**config.mk**
```make
export PLATFORM = sky130hd
export DESIGN_NAME = pipeline_hazard_sequencer
export DESIGN_NICKNAME = d
export VERILOG_FILES = /design/src/rtl/pipeline_hazard_sequencer.sv
export SDC_FILE = /design/constraint.sdc
export NUM_CORES = 1
export LEC_CHECK = 0
export BUFFER_PORTS_ARGS = -buffer_cell sky130_fd_sc_hd__clkbuf_2
export CORE_AREA = 3 3 94 96
export CTS_CLUSTER_SIZE = 40
export DETAILED_ROUTE_END_ITERATION = 7
export DIE_AREA = 0 0 97 99
export PLACE_DENSITY_LB_ADDON = 0.12
export SKIP_LAST_GASP = 1
export SYNTH_ARGS = -nofsm -noshare
export SYNTH_HDL_FRONTEND = slang
export SYNTH_SLANG_ARGS = --single-unit
```
**constraint.sdc**
```tcl
create_clock -name clk -period 2.3 [get_ports clk]
set_input_delay 0.46 -clock clk [delete_from_list [all_inputs] [get_ports clk]]
set_output_delay 0.46 -clock clk [all_outputs]
set_load 0.02 [all_outputs]
```
**src/rtl/pipeline_hazard_sequencer.sv**
```systemverilog
// Front-pipeline hazard control: per-register stall/flush, PC redirect, misprediction recovery FSM
// and a registered branch-miss broadcast. Define HAZARD_STATS_EN to build the statistics counters.
module pipeline_hazard_sequencer #(
    parameter int NUM_STAGES      = 4,
    parameter int PC_WIDTH        = 32,
    parameter int BID_WIDTH       = 4,
    parameter int RECOVER_STAGE   = 2,
    parameter int RECOVERY_CYCLES = 2,
    parameter int CNT_WIDTH       = 32
) (
    input  logic                             clk,
    input  logic                             rst_n,
    input  logic [NUM_STAGES-1:0]            hold_req,
    input  logic [NUM_STAGES-1:0]            redirect_valid,
    input  logic [NUM_STAGES*PC_WIDTH-1:0]   redirect_target,
    input  logic [NUM_STAGES*BID_WIDTH-1:0]  redirect_bid,
    input  logic [NUM_STAGES-1:0]            redirect_color,
    output logic [NUM_STAGES-1:0]            stall,
    output logic [NUM_STAGES-1:0]            flush,
    output logic                             load_pc_we,
    output logic [PC_WIDTH-1:0]              load_pc,
    output logic                             recover_busy,
    output logic                             miss_valid,
    output logic [BID_WIDTH-1:0]             miss_bid,
    output logic                             miss_color,
    input  logic [3:0]                       stat_sel,
    output logic [CNT_WIDTH-1:0]             stat_data
);

    localparam int RC_W = (RECOVERY_CYCLES > 1) ? $clog2(RECOVERY_CYCLES) : 1;
    localparam logic [RC_W-1:0] RC_INIT = RC_W'(RECOVERY_CYCLES - 1);

    typedef enum logic {
        IDLE,
        RECOVER
    } state_t;

    state_t state, state_next;
    logic [RC_W-1:0] count, count_next;

    logic                  win_valid;
    logic                  win_rec;
    logic [NUM_STAGES-1:0] win_mask;
    logic [PC_WIDTH-1:0]   win_target;
    logic [BID_WIDTH-1:0]  win_bid;
    logic                  win_color;
    logic                  redir_acc;
    logic                  hold_acc;
    logic [NUM_STAGES-1:0] stall_c;
    logic [NUM_STAGES-1:0] flush_c;

    // Oldest (highest-index) redirect wins; win_mask marks every register at or below it.
    always_comb begin
        win_valid  = 1'b0;
        win_rec    = 1'b0;
        win_mask   = '0;
        win_target = '0;
        win_bid    = '0;
        win_color  = 1'b0;
        redir_acc  = 1'b0;
        for (int k = 0; k < NUM_STAGES; k++) begin
            if (redirect_valid[k]) begin
                win_valid  = 1'b1;
                win_target = redirect_target[k*PC_WIDTH +: PC_WIDTH];
                win_bid    = redirect_bid[k*BID_WIDTH +: BID_WIDTH];
                win_color  = redirect_color[k];
                if (k >= RECOVER_STAGE) begin
                    win_rec = 1'b1;
                end
            end
        end
        for (int k = NUM_STAGES - 1; k >= 0; k--) begin
            redir_acc   = redir_acc | redirect_valid[k];
            win_mask[k] = redir_acc;
        end
    end

    always_comb begin
        stall_c  = '0;
        flush_c  = '0;
        hold_acc = 1'b0;
        for (int k = NUM_STAGES - 1; k >= 0; k--) begin
            hold_acc   = hold_acc | hold_req[k];
            stall_c[k] = hold_acc;
        end
        for (int k = 1; k < NUM_STAGES; k++) begin
            flush_c[k] = hold_req[k-1] & ~stall_c[k];
        end
        if (state == RECOVER) begin
            stall_c[0] = 1'b1;
            if (!stall_c[1]) begin
                flush_c[1] = 1'b1;
            end
        end
        // A redirect overrides both the hold chain and recovery for everything it squashes.
        for (int k = 0; k < NUM_STAGES; k++) begin
            if (win_mask[k]) begin
                stall_c[k] = 1'b0;
                flush_c[k] = (k != 0);
            end
        end
    end

    assign stall        = rst_n ? stall_c : '0;
    assign flush        = rst_n ? flush_c : '0;
    assign load_pc_we   = rst_n & win_valid;
    assign load_pc      = (rst_n && win_valid) ? win_target : '0;
    assign recover_busy = (state == RECOVER);

    always_comb begin
        state_next = state;
        count_next = count;
        case (state)
            IDLE: begin
                if (win_rec) begin
                    state_next = RECOVER;
                    count_next = RC_INIT;
                end
            end
            RECOVER: begin
                if (win_rec) begin
                    count_next = RC_INIT;
                end else if (count == '0) begin
                    state_next = IDLE;
                end else begin
                    count_next = count - RC_W'(1);
                end
            end
            default: begin
                state_next = IDLE;
                count_next = '0;
            end
        endcase
    end

    always_ff @(posedge clk) begin
        if (!rst_n) begin
            state <= IDLE;
            count <= '0;
        end else begin
            state <= state_next;
            count <= count_next;
        end
    end

    always_ff @(posedge clk) begin
        if (!rst_n) begin
            miss_valid <= 1'b0;
            miss_bid   <= '0;
            miss_color <= 1'b0;
        end else begin
            miss_valid <= win_rec;
            if (win_rec) begin
                miss_bid   <= win_bid;
                miss_color <= win_color;
            end
        end
    end

`ifdef HAZARD_STATS_EN
    logic [CNT_WIDTH-1:0] stall_cnt [NUM_STAGES];
    logic [CNT_WIDTH-1:0] rise_cnt;
    logic [CNT_WIDTH-1:0] rec_cnt;
    logic [CNT_WIDTH-1:0] nonrec_cnt;
    logic [CNT_WIDTH-1:0] busy_cnt;
    logic                 hold0_q;

    function automatic logic [CNT_WIDTH-1:0] sat_inc(input logic [CNT_WIDTH-1:0] value,
                                                     input logic en);
        return (en && (value != '1)) ? value + CNT_WIDTH'(1) : value;
    endfunction

    always_ff @(posedge clk) begin
        if (!rst_n) begin
            for (int k = 0; k < NUM_STAGES; k++) begin
                stall_cnt[k] <= '0;
            end
            rise_cnt   <= '0;
            rec_cnt    <= '0;
            nonrec_cnt <= '0;
            busy_cnt   <= '0;
            hold0_q    <= 1'b0;
        end else begin
            for (int k = 0; k < NUM_STAGES; k++) begin
                stall_cnt[k] <= sat_inc(stall_cnt[k], stall_c[k]);
            end
            rise_cnt   <= sat_inc(rise_cnt, hold_req[0] & ~hold0_q);
            rec_cnt    <= sat_inc(rec_cnt, win_rec);
            nonrec_cnt <= sat_inc(nonrec_cnt, win_valid & ~win_rec);
            busy_cnt   <= sat_inc(busy_cnt, state == RECOVER);
            hold0_q    <= hold_req[0];
        end
    end

    always_comb begin
        stat_data = '0;
        for (int k = 0; k < NUM_STAGES; k++) begin
            if (stat_sel == 4'(k)) begin
                stat_data = stall_cnt[k];
            end
        end
        case (stat_sel)
            4'd8:    stat_data = rise_cnt;
            4'd9:    stat_data = rec_cnt;
            4'd10:   stat_data = nonrec_cnt;
            4'd11:   stat_data = busy_cnt;
            default: ;
        endcase
    end
`else
    logic unused_stat_sel;
    assign unused_stat_sel = ^stat_sel;
    assign stat_data       = '0;
`endif

endmodule

```
==> results of run 1 <==
registers in the layout, summed over array words and instances (netlist names):
register	count
miss_bid	4
count	1
miss_color	1
miss_valid	1
recover_busy	1
cell families after synthesis:
group                  after synthesis  share of synthesized area, %
AND/OR/NAND/NOR                     54                          18.3
other                                1                         0.256
flip-flops                           8                          10.9
multiplexers                         5                          3.41
AO/OA/AOI/OAI                       76                          40.7
buffers and inverters               59                          26.4
stage by stage:
stage	cells	setup WS (ns)	power, mW	util, %	hold slack (ns)
global placement	491	0.226	0.682	30.2	0.461
floorplan	235	0.146	0.491	-	0.444
CTS	494	0.183	0.856	30.7	0.453
detailed placement	491	0.177	0.684	30.2	0.462
finish	494	0.228	0.842	30.7	0.457
global route	494	0.124	0.908	30.7	0.454
area by class of cell:
type	instances	area [sq um]	area share [%]
repair buffers	208	1110	44.6
multi-input cells	168	1040	41.8
flip-flops and latches	8	160	6.42
well taps	105	131	5.26
clock buffers	3	41.3	1.65
inverters	2	7.51	0.301
synthesized netlist by cell type (3+ instances only):
master	n	area share (%)
nor3_1	34	12
buf_4	33	17
a221oi_1	32	19
o22ai_1	32	14
clkbuf_1	15	3.8
dfxtp_1	8	11
nand2_1	7	1.8
buf_6	5	3.8
mux2i_1	5	3.4
o211a_1	5	3.4
buf_2	4	1.4
nor2_1	4	1.0
a21boi_0	3	1.5
nand2b_1	3	1.3
nor2b_1	3	1.3
layer usage:
layer  up-vias  share of wire, %  GRT usage (%)
li1       1116                 -              -
met1      1004                38           16.6
met2       133                52           26.8
met3         2               9.8           3.26
met4         0              0.31          0.972
met5         -                 0              0
cells in the final DEF (no fill, tap or decap), drive strengths merged:
cell type,n
a2111oi,1
a21boi,3
a21oi,1
a221oi,32
and2,1
and3,1
buf,14
clkbuf,197
clkinv,1
conb,33
dfxtp,8
inv,1
mux2i,5
nand2,7
nand2b,3
nor2,4
nor2b,3
nor3,34
o211a,5
o22ai,32
o31a,1
o31ai,1
or2,1
how the worst max path moves through the flow:
stage | endpoint | slack [ns]
2_1_floorplan | stall[0] | 0.15
6_report | load_pc[31] | 0.23
3_3_place_gp | load_pc[31] | 0.23
3_5_place_dp | load_pc[31] | 0.18
5_1_grt | load_pc[1] | 0.12
4_1_cts | load_pc[31] | 0.18
power breakdown:
group | switching (mW) | leakage, nW | internal (mW) | total (mW)
Sequential | 0.00482 | 0.0670 | 0.150 | 0.155
Combinational | 0.304 | 1.30 | 0.217 | 0.521
Clock | 0.0534 | 0.0216 | 0.113 | 0.167
Total | 0.362 | 1.39 | 0.480 | 0.842
critical path, stage by stage:
cell and delay (ns):
clkbuf_2 0.11, or2_1 0.31, o31ai_4 0.26, buf_4 0.23, nor3_1 0.07, clkbuf_2 0.16
==> summary.txt, run 1 <==
Timing
  – Fmax: 0.483 GHz
  – Period minus WS final: 2.07 ns
  – # setup viols final: 0
  – RSZ-0062 raised after global routing: no
  – Final Hold Fails: 0
  – Tcrit/Tclk final: 90.1%
  – Worst Skew: 0.0000426 ns
  – Fin. max-slew vios: 0
  – Setup Total Neg Slack: 0 ns

Die
  – Core box area: 8130 sq um
  – Core Rows: 33
  – IO Count: 242
  – Initial Utilization: 18.0%
  – Die area: 9600 sq um
  – Chip height: 99 um
  – Die width: 97 um

CTS
  – Clk_lat worst skew: 0.23 ns
  – Clock buffer depth: 2
  – TritonCTS Buffers: 3
  – TritonCTS clock tree: yes
  – # clock sinks: 8
  – Post-CTS Resized: 0
  – Post-CTS Hold Buffers: 0
  – H-tree Lvls: 1
  – Root Buffer: clkbuf_8
  – Post-CTS Setup Repair Bufs: 0
  – CTS clk-pin slew, worst paths: 0.04 ns

Setup path
  – Critical Path AT: 1.61 ns
  – Critical path class: in -> out
  – Worst Path Max Fanout: 10
  – Worst R2R End: miss_color
  – Critical Path Sink Type: output port
  – Crit start category: input pin
  – R2r setup slk: 1.58 ns
  – R2R cell count: 3
  – Crit path from: redirect_valid[2]
  – FF-to-FF Start: miss_color
  – Crit path required time: 1.84 ns

Min path
  – Worst Hold Depth: 2
  – Hold Path End: miss_bid[1]
  – Min-delay src: redirect_bid[13]
  – Worst Hold Class: in -> reg

Logic synthesis
  – YS warnings: 0
  – Ys async rst share: 0%
  – Register bit count reported by yosys: 8
  – Post-synthesis sequential area ratio: 10.9%
  – Main synth FF type: dfxtp_1
  – Synth unique cells: 25
  – Synthesized area per cell: 7.22 sq um
  – Post-Syn Instances: 203
  – Netlist Area Pre-Place: 1470 sq um
  – Number of synthesized flops with an enable pin: 0

Placement
  – IO Port Bufs: 194
  – Hpwl dp: 5720 um
  – Final GP Congestion: 0.895
  – Post-DP Area: 2450 sq um

Global routing
  – Largest net degree at the start of global routing: 45
  – Initial antenna violation count: 0
  – Global-route wire length before repair: 11300 um
  – Vias in the first global route: 2247
  – Grt ovf: 0
  – GRT Total Usage: 14.0%

Final layout
  – Final nets: 553
  – Layout Area Growth over Synthesis: 70.2%
  – Ratio of cells with drive above 1 in the final layout: 54.8%
  – Final instance area: 2500 sq um
  – Diodes inserted: 0
  – Fill cell count: 929

Drt
  – Drt initial violations: 79
  – Total routed wirelength: 7130 um
  – Drt wl/cell: 14.4 um
  – DR vias/cell: 4.56
  – Antenna-violating nets left: 0
  – Via count: 2255
  – Post-route DRC: 0
  – Drt pass-1 iters: 4

Run status
  – Run status: complete, no violations

Power and ir drop
  – PwrDens: 337 nW/um^2
  – Worst-case vdd ir drop: 453 uV
  – Leak: 1.39 nW

Run
  – Max Cap Viol: 0
(Power assumes the default switching activity.)
==> run 2, diff against run 1 <==
--- a/config.mk
+++ b/config.mk
@@ -5,11 +5,11 @@
 export SDC_FILE = /design/constraint.sdc
 export NUM_CORES = 1
 export LEC_CHECK = 0
-export BUFFER_PORTS_ARGS = -buffer_cell sky130_fd_sc_hd__clkbuf_2
-export CORE_AREA = 3 3 94 96
+export CORE_AREA = 3 3 92 94
 export CTS_CLUSTER_SIZE = 40
 export DETAILED_ROUTE_END_ITERATION = 7
-export DIE_AREA = 0 0 97 99
+export DIE_AREA = 0 0 95 97
+export DONT_BUFFER_PORTS = 1
 export PLACE_DENSITY_LB_ADDON = 0.12
 export SKIP_LAST_GASP = 1
 export SYNTH_ARGS = -nofsm -noshare
==> run 2 against run 1 <==
Against the previous run: global-route usage decreased by 1.8 points; clock power about the same; worst setup slack improved by 0.087 ns; hold slack got worse by 0.087 ns; sequential power increased by 8%; via count decreased by 23%; critical endpoint is now load_pc[18]; largest power group unchanged.
==> summary.txt, run 2 (synthesis gave the netlist of run 1 again) <==
CTS
  – # clock sinks: 8 (unchanged)
  – H-tree Lvls: 1 (unchanged)
  – Post-CTS Setup Repair Bufs: 0 (unchanged)
  – Post-CTS Hold Buffers: 0 (unchanged)
  – TritonCTS Buffers: 3 (unchanged)
  – CTS clk-pin slew, worst paths: 0.04 ns (about the same)
  – Clock buffer depth: 2 (unchanged)
  – TritonCTS clock tree: yes
  – Root Buffer: clkbuf_8
  – Post-CTS Resized: 0 (unchanged)
  – Clk_lat worst skew: 0.22 ns (about the same)

Die
  – IO Count: 242 (unchanged)
  – Die area: 9220 sq um (-4.0%)
  – Core Rows: 32 (-3.0%)
  – Die width: 95 um (-2.1%)
  – Core box area: 7730 sq um (-5.0%)
  – Chip height: 97 um (-2.0%)
  – Initial Utilization: 19.0% (+0.95 points)

Final layout
  – Final core utilization: 22.5% (-8.1 points)
  – Register bank with the most flops: miss_bid
  – Fill cell count: 893 (-3.9%)
  – Layout Area Growth over Synthesis: 18.8%
  – Most common cell after layout, fill and taps aside: buf_4
  – Final nets: 390 (-29%)
  – Ratio of cells with drive above 1 in the final layout: 22.1% (-33 points)
  – Diodes inserted: 0 (unchanged)
  – Max FFs per register: 4 (unchanged)
  – Most frequent cells in the layout: buf_4, nor3_1, conb_1

Setup path
  – Crit start category: input pin
  – Critical Path AT: 1.53 ns (-0.08 ns)
  – R2r setup slk: 1.49 ns (-0.09 ns)
  – Worst Path Max Fanout: 20 (+10)
  – Critical path class: in -> out
  – Crit path required time: 1.84 ns (about the same)
  – Critical Path Sink Type: output port

Drt
  – Drt wl/cell: 19.2 um (+33%)
  – Post-route DRC: 0 (unchanged)
  – DR vias/cell: 5.28 (+16%)
  – Total routed wirelength: 6310 um (-12%)
  – Antenna-violating nets left: 0 (unchanged)
  – Drt initial violations: 35 (-56%)
  – Via count: 1731 (-23%)
  – Drt pass-1 iters: 4 (unchanged)

Global routing
  – Grt ovf: 0 (unchanged)
  – Initial antenna violation count: 0 (unchanged)
  – Largest net degree at the start of global routing: 45 (unchanged)
  – Vias in the first global route: 1730 (-23%)
  – GRT Total Usage: 12.2% (-1.8 points)
  – Global-route wire length before repair: 8880 um (-22%)

Timing
  – # setup viols final: 0 (unchanged)
  – Tcrit/Tclk final: 86.3% (-3.8 points)
  – Final Hold Fails: 0 (unchanged)
  – Worst Skew: 0.0000254 ns (-0.0000172 ns)
  – Period minus WS final: 1.99 ns (-0.0871 ns)
  – Setup Total Neg Slack: 0 ns (unchanged)
  – Fin. max-slew vios: 0 (unchanged)
  – RSZ-0062 raised after global routing: no
  – Fmax: 0.504 GHz (+4.4%)

Power and ir drop
  – Worst-case vdd ir drop: 341 uV (-25%)
  – PwrDens: 406 nW/um^2 (+20%)
  – Leak: 0.730 nW (-48%)

Run status
  – Run status: complete, no violations

Placement
  – Final GP Congestion: 0.686 (-23%)
  – Hpwl dp: 4850 um (-15%)
  – IO Port Bufs: 0 (-100%)

Run
  – Max Cap Viol: 0 (unchanged)

Min path
  – Worst Hold Class: in -> reg
-- run 2: changes by cell type in the layout (fill, tap and decap cells not counted) --
cell,previous run,this run
clkbuf_2,194,0
buf_4,11,43
buf_12,3,2
-- run 2: critical path: stages --
cell,delay (ns)
or2_1,0.28
o31ai_4,0.19
buf_4,0.29
nor3_1,0.12
buf_4,0.17
-- run 2: layout make-up --
class | count | area [sq um] | area share [%]
inverter | 2 | 7.51 | 0.431
tap | 102 | 128 | 7.33
clock buffer | 3 | 41.3 | 2.37
sequential | 8 | 160 | 9.20
multi-input combinational | 168 | 1040 | 59.8
timing repair buffer | 45 | 363 | 20.8
-- run 2: through the flow --
step	hold WS [ns]	power (mW)	setup WS [ns]	cell area, sq um	cells
2_1_floorplan	0.444	0.491	0.146	1590	235
3_3_place_gp	0.465	0.550	0.282	1700	325
3_5_place_dp	0.474	0.548	0.300	1700	325
4_1_cts	0.368	0.717	0.297	1740	328
5_1_grt	0.360	0.756	0.232	1740	328
6_report	0.370	0.707	0.315	1740	328
-- run 2: path summary, 6_finish.rpt --
kind / start / endpoint / cells past startpoint
hold / removal: rst_n / miss_bid[3] / 1
setup reg to reg: miss_bid[0] / miss_bid[0] / 3
setup / recovery: redirect_valid[2] / load_pc[18] / 5
hold reg to reg: count / recover_busy / 2
-- run 2: per-layer routing --
layer / track usage, % / part of all wire (%) / wire length [um] / vias to the layer above
met2: 24.7 / 54 / 3390 / 129
met4: 1.55 / 0.81 / 51 / 0
met1: 12.6 / 36 / 2280 / 813
met3: 2.64 / 9.3 / 587 / 4
met5: 0 / 0 / 0 / -
li1: - / - / - / 785
-- run 2: power breakdown --
part | internal, mW | switching [mW]
Combinational | 0.143 | 0.232
Clock | 0.113 | 0.0513
Sequential | 0.150 | 0.0179
Total | 0.406 | 0.302
==> run 3, diff against run 2 <==
--- a/config.mk
+++ b/config.mk
@@ -5,12 +5,11 @@
 export SDC_FILE = /design/constraint.sdc
 export NUM_CORES = 1
 export LEC_CHECK = 0
-export CORE_AREA = 3 3 92 94
+export CORE_AREA = 3 3 94 96
 export CTS_CLUSTER_SIZE = 40
 export DETAILED_ROUTE_END_ITERATION = 7
-export DIE_AREA = 0 0 95 97
+export DIE_AREA = 0 0 97 99
 export DONT_BUFFER_PORTS = 1
-export PLACE_DENSITY_LB_ADDON = 0.12
 export SKIP_LAST_GASP = 1
 export SYNTH_ARGS = -nofsm -noshare
 export SYNTH_HDL_FRONTEND = slang
==> run 3 against run 2 <==
Against the previous run: clock skew is essentially flat; global-route usage down 0.90 points; sequential share of layout area is essentially flat; wire length decreased by 2.8%; critical path depth did not move; sequential power hardly changed; first-iteration DRC count is 140% higher; combinational power shrank 1%; clock power barely moved; core utilization down 1.2 points; maximum frequency grew 0.68%; highest routed layer unchanged.
==> summary.txt, run 3 (synthesis gave the netlist of run 1 again) <==
Min path
  – Worst Hold Class: in -> reg

Setup path
  – R2r setup slk: 1.46 ns (-0.03 ns)
  – Worst Path Max Fanout: 18 (-10%)
  – Critical path class: in -> out
  – Critical Path Sink Type: output port
  – Critical Path AT: 1.51 ns (-0.02 ns)
  – Crit start category: input pin
  – Crit path required time: 1.84 ns (about the same)

Global routing
  – Global-route wire length before repair: 8740 um (-1.6%)
  – Largest net degree at the start of global routing: 38 (-16%)
  – Vias in the first global route: 1727 (-0.17%)
  – Grt ovf: 0 (unchanged)
  – Initial antenna violation count: 0 (unchanged)
  – GRT Total Usage: 11.3% (-0.90 points)

CTS
  – Post-CTS Setup Repair Bufs: 0 (unchanged)
  – H-tree Lvls: 1 (unchanged)
  – Post-CTS Hold Buffers: 0 (unchanged)
  – Root Buffer: clkbuf_8
  – Post-CTS Resized: 0 (unchanged)
  – TritonCTS Buffers: 3 (unchanged)
  – # clock sinks: 8 (unchanged)
  – TritonCTS clock tree: yes
  – Clock buffer depth: 2 (unchanged)
  – CTS clk-pin slew, worst paths: 0.04 ns (about the same)
  – Clk_lat worst skew: 0.22 ns (about the same)

Die
  – IO Count: 242 (unchanged)
  – Initial Utilization: 18.0% (-0.95 points)
  – Chip height: 99 um (+2.1%)
  – Die area: 9600 sq um (+4.2%)
  – Core box area: 8130 sq um (+5.3%)
  – Die width: 97 um (+2.1%)
  – Core Rows: 33 (+3.1%)

Drt
  – Drt pass-1 iters: 4 (unchanged)
  – Via count: 1791 (+3.5%)
  – Drt initial violations: 83 (+140%)
  – DR vias/cell: 5.38 (+1.9%)
  – Drt wl/cell: 18.4 um (-4.2%)
  – Antenna-violating nets left: 0 (unchanged)
  – Post-route DRC: 0 (unchanged)
  – Total routed wirelength: 6130 um (-2.8%)

Timing
  – RSZ-0062 raised after global routing: no
  – Worst Skew: 0.0000265 ns (+0.00000111 ns)
  – Hold Worst Slack: 0.356 ns (-0.0136 ns)
  – Tcrit/Tclk final: 85.7% (-0.59 points)
  – Period minus WS final: 1.97 ns (-0.0135 ns)
  – Fmax: 0.507 GHz (+0.68%)
  – # setup viols final: 0 (unchanged)
  – Final Hold Fails: 0 (unchanged)
  – Fin. max-slew vios: 0 (unchanged)
  – Setup Total Neg Slack: 0 ns (unchanged)

Run status
  – Run status: complete, no violations

Power and ir drop
  – PwrDens: 405 nW/um^2 (-0.15%)
  – Worst-case vdd ir drop: 348 uV (+1.9%)
  – Total Power: 0.704 mW (-0.51%)
  – Leak: 0.732 nW (+0.23%)

Final layout
  – Final core utilization: 21.3% (-1.2 points)
  – Max FFs per register: 4 (unchanged)
  – Layout Area Growth over Synthesis: 18.3%
  – Most common cell after layout, fill and taps aside: buf_4
  – Sequential cell area: 160 sq um (unchanged)
  – Ratio of cells with drive above 1 in the final layout: 22.8% (+0.68 points)
  – Final nets: 392 (+0.51%)
  – Multi-input gate area: 1040 sq um (unchanged)
  – Fill cell count: 888 (-0.56%)
  – Diodes inserted: 0 (unchanged)
  – Most frequent cells in the layout: buf_4, nor3_1, conb_1
  – Register bank with the most flops: miss_bid

Placement
  – Hpwl dp: 4960 um (+2.4%)
  – Final GP Congestion: 0.750 (+9.4%)
  – IO Port Bufs: 0 (unchanged)

Run
  – Max Cap Viol: 0 (unchanged)
-- run 3: cell types whose count changed in the layout (fill, tap and decap cells not counted) --
cell	delta
buf_4	+4
buf_12	-2
-- run 3: path summary, 6_finish.rpt --
check,endpoint,from,depth (start not counted)
worst max-delay path,load_pc[7],redirect_valid[2],5
worst min-delay path,miss_valid,rst_n,1
worst max register to register,miss_color,miss_color,3
worst min register to register,recover_busy,count,2
-- run 3: final cells by class --
class	count	share of cell area, %
multi-input cells	168	60.1
inverters	2	0.433
flip-flops and latches	8	9.23
well taps	105	7.57
clock buffers	3	2.38
repair buffers	47	20.3
-- run 3: report_power, final --
part	total (mW)	internal (mW)	switching [mW]
logic	0.370	0.140	0.230
registers	0.168	0.150	0.0183
clock network	0.165	0.113	0.0524
-- run 3: critical path, stage by stage --
cell,delay [ns]
or2_1,0.27
buf_4,0.22
a221oi_1,0.29
nor3_1,0.09
buf_4,0.17
-- run 3: stage by stage --
stage / cell area, sq um / instances / worst slack, ns
detailed placement: 1690 / 330 / 0.311
floorplan: 1590 / 235 / 0.146
global placement: 1690 / 330 / 0.340
global route: 1740 / 333 / 0.233
CTS: 1740 / 333 / 0.307
finish: 1740 / 333 / 0.328
-- run 3: routing by layer --
metal	part of all wire, %	track usage [%]
met5	0	0
met4	1.6	3.13
met3	12	2.69
met2	55	22.5
met1	32	11.7
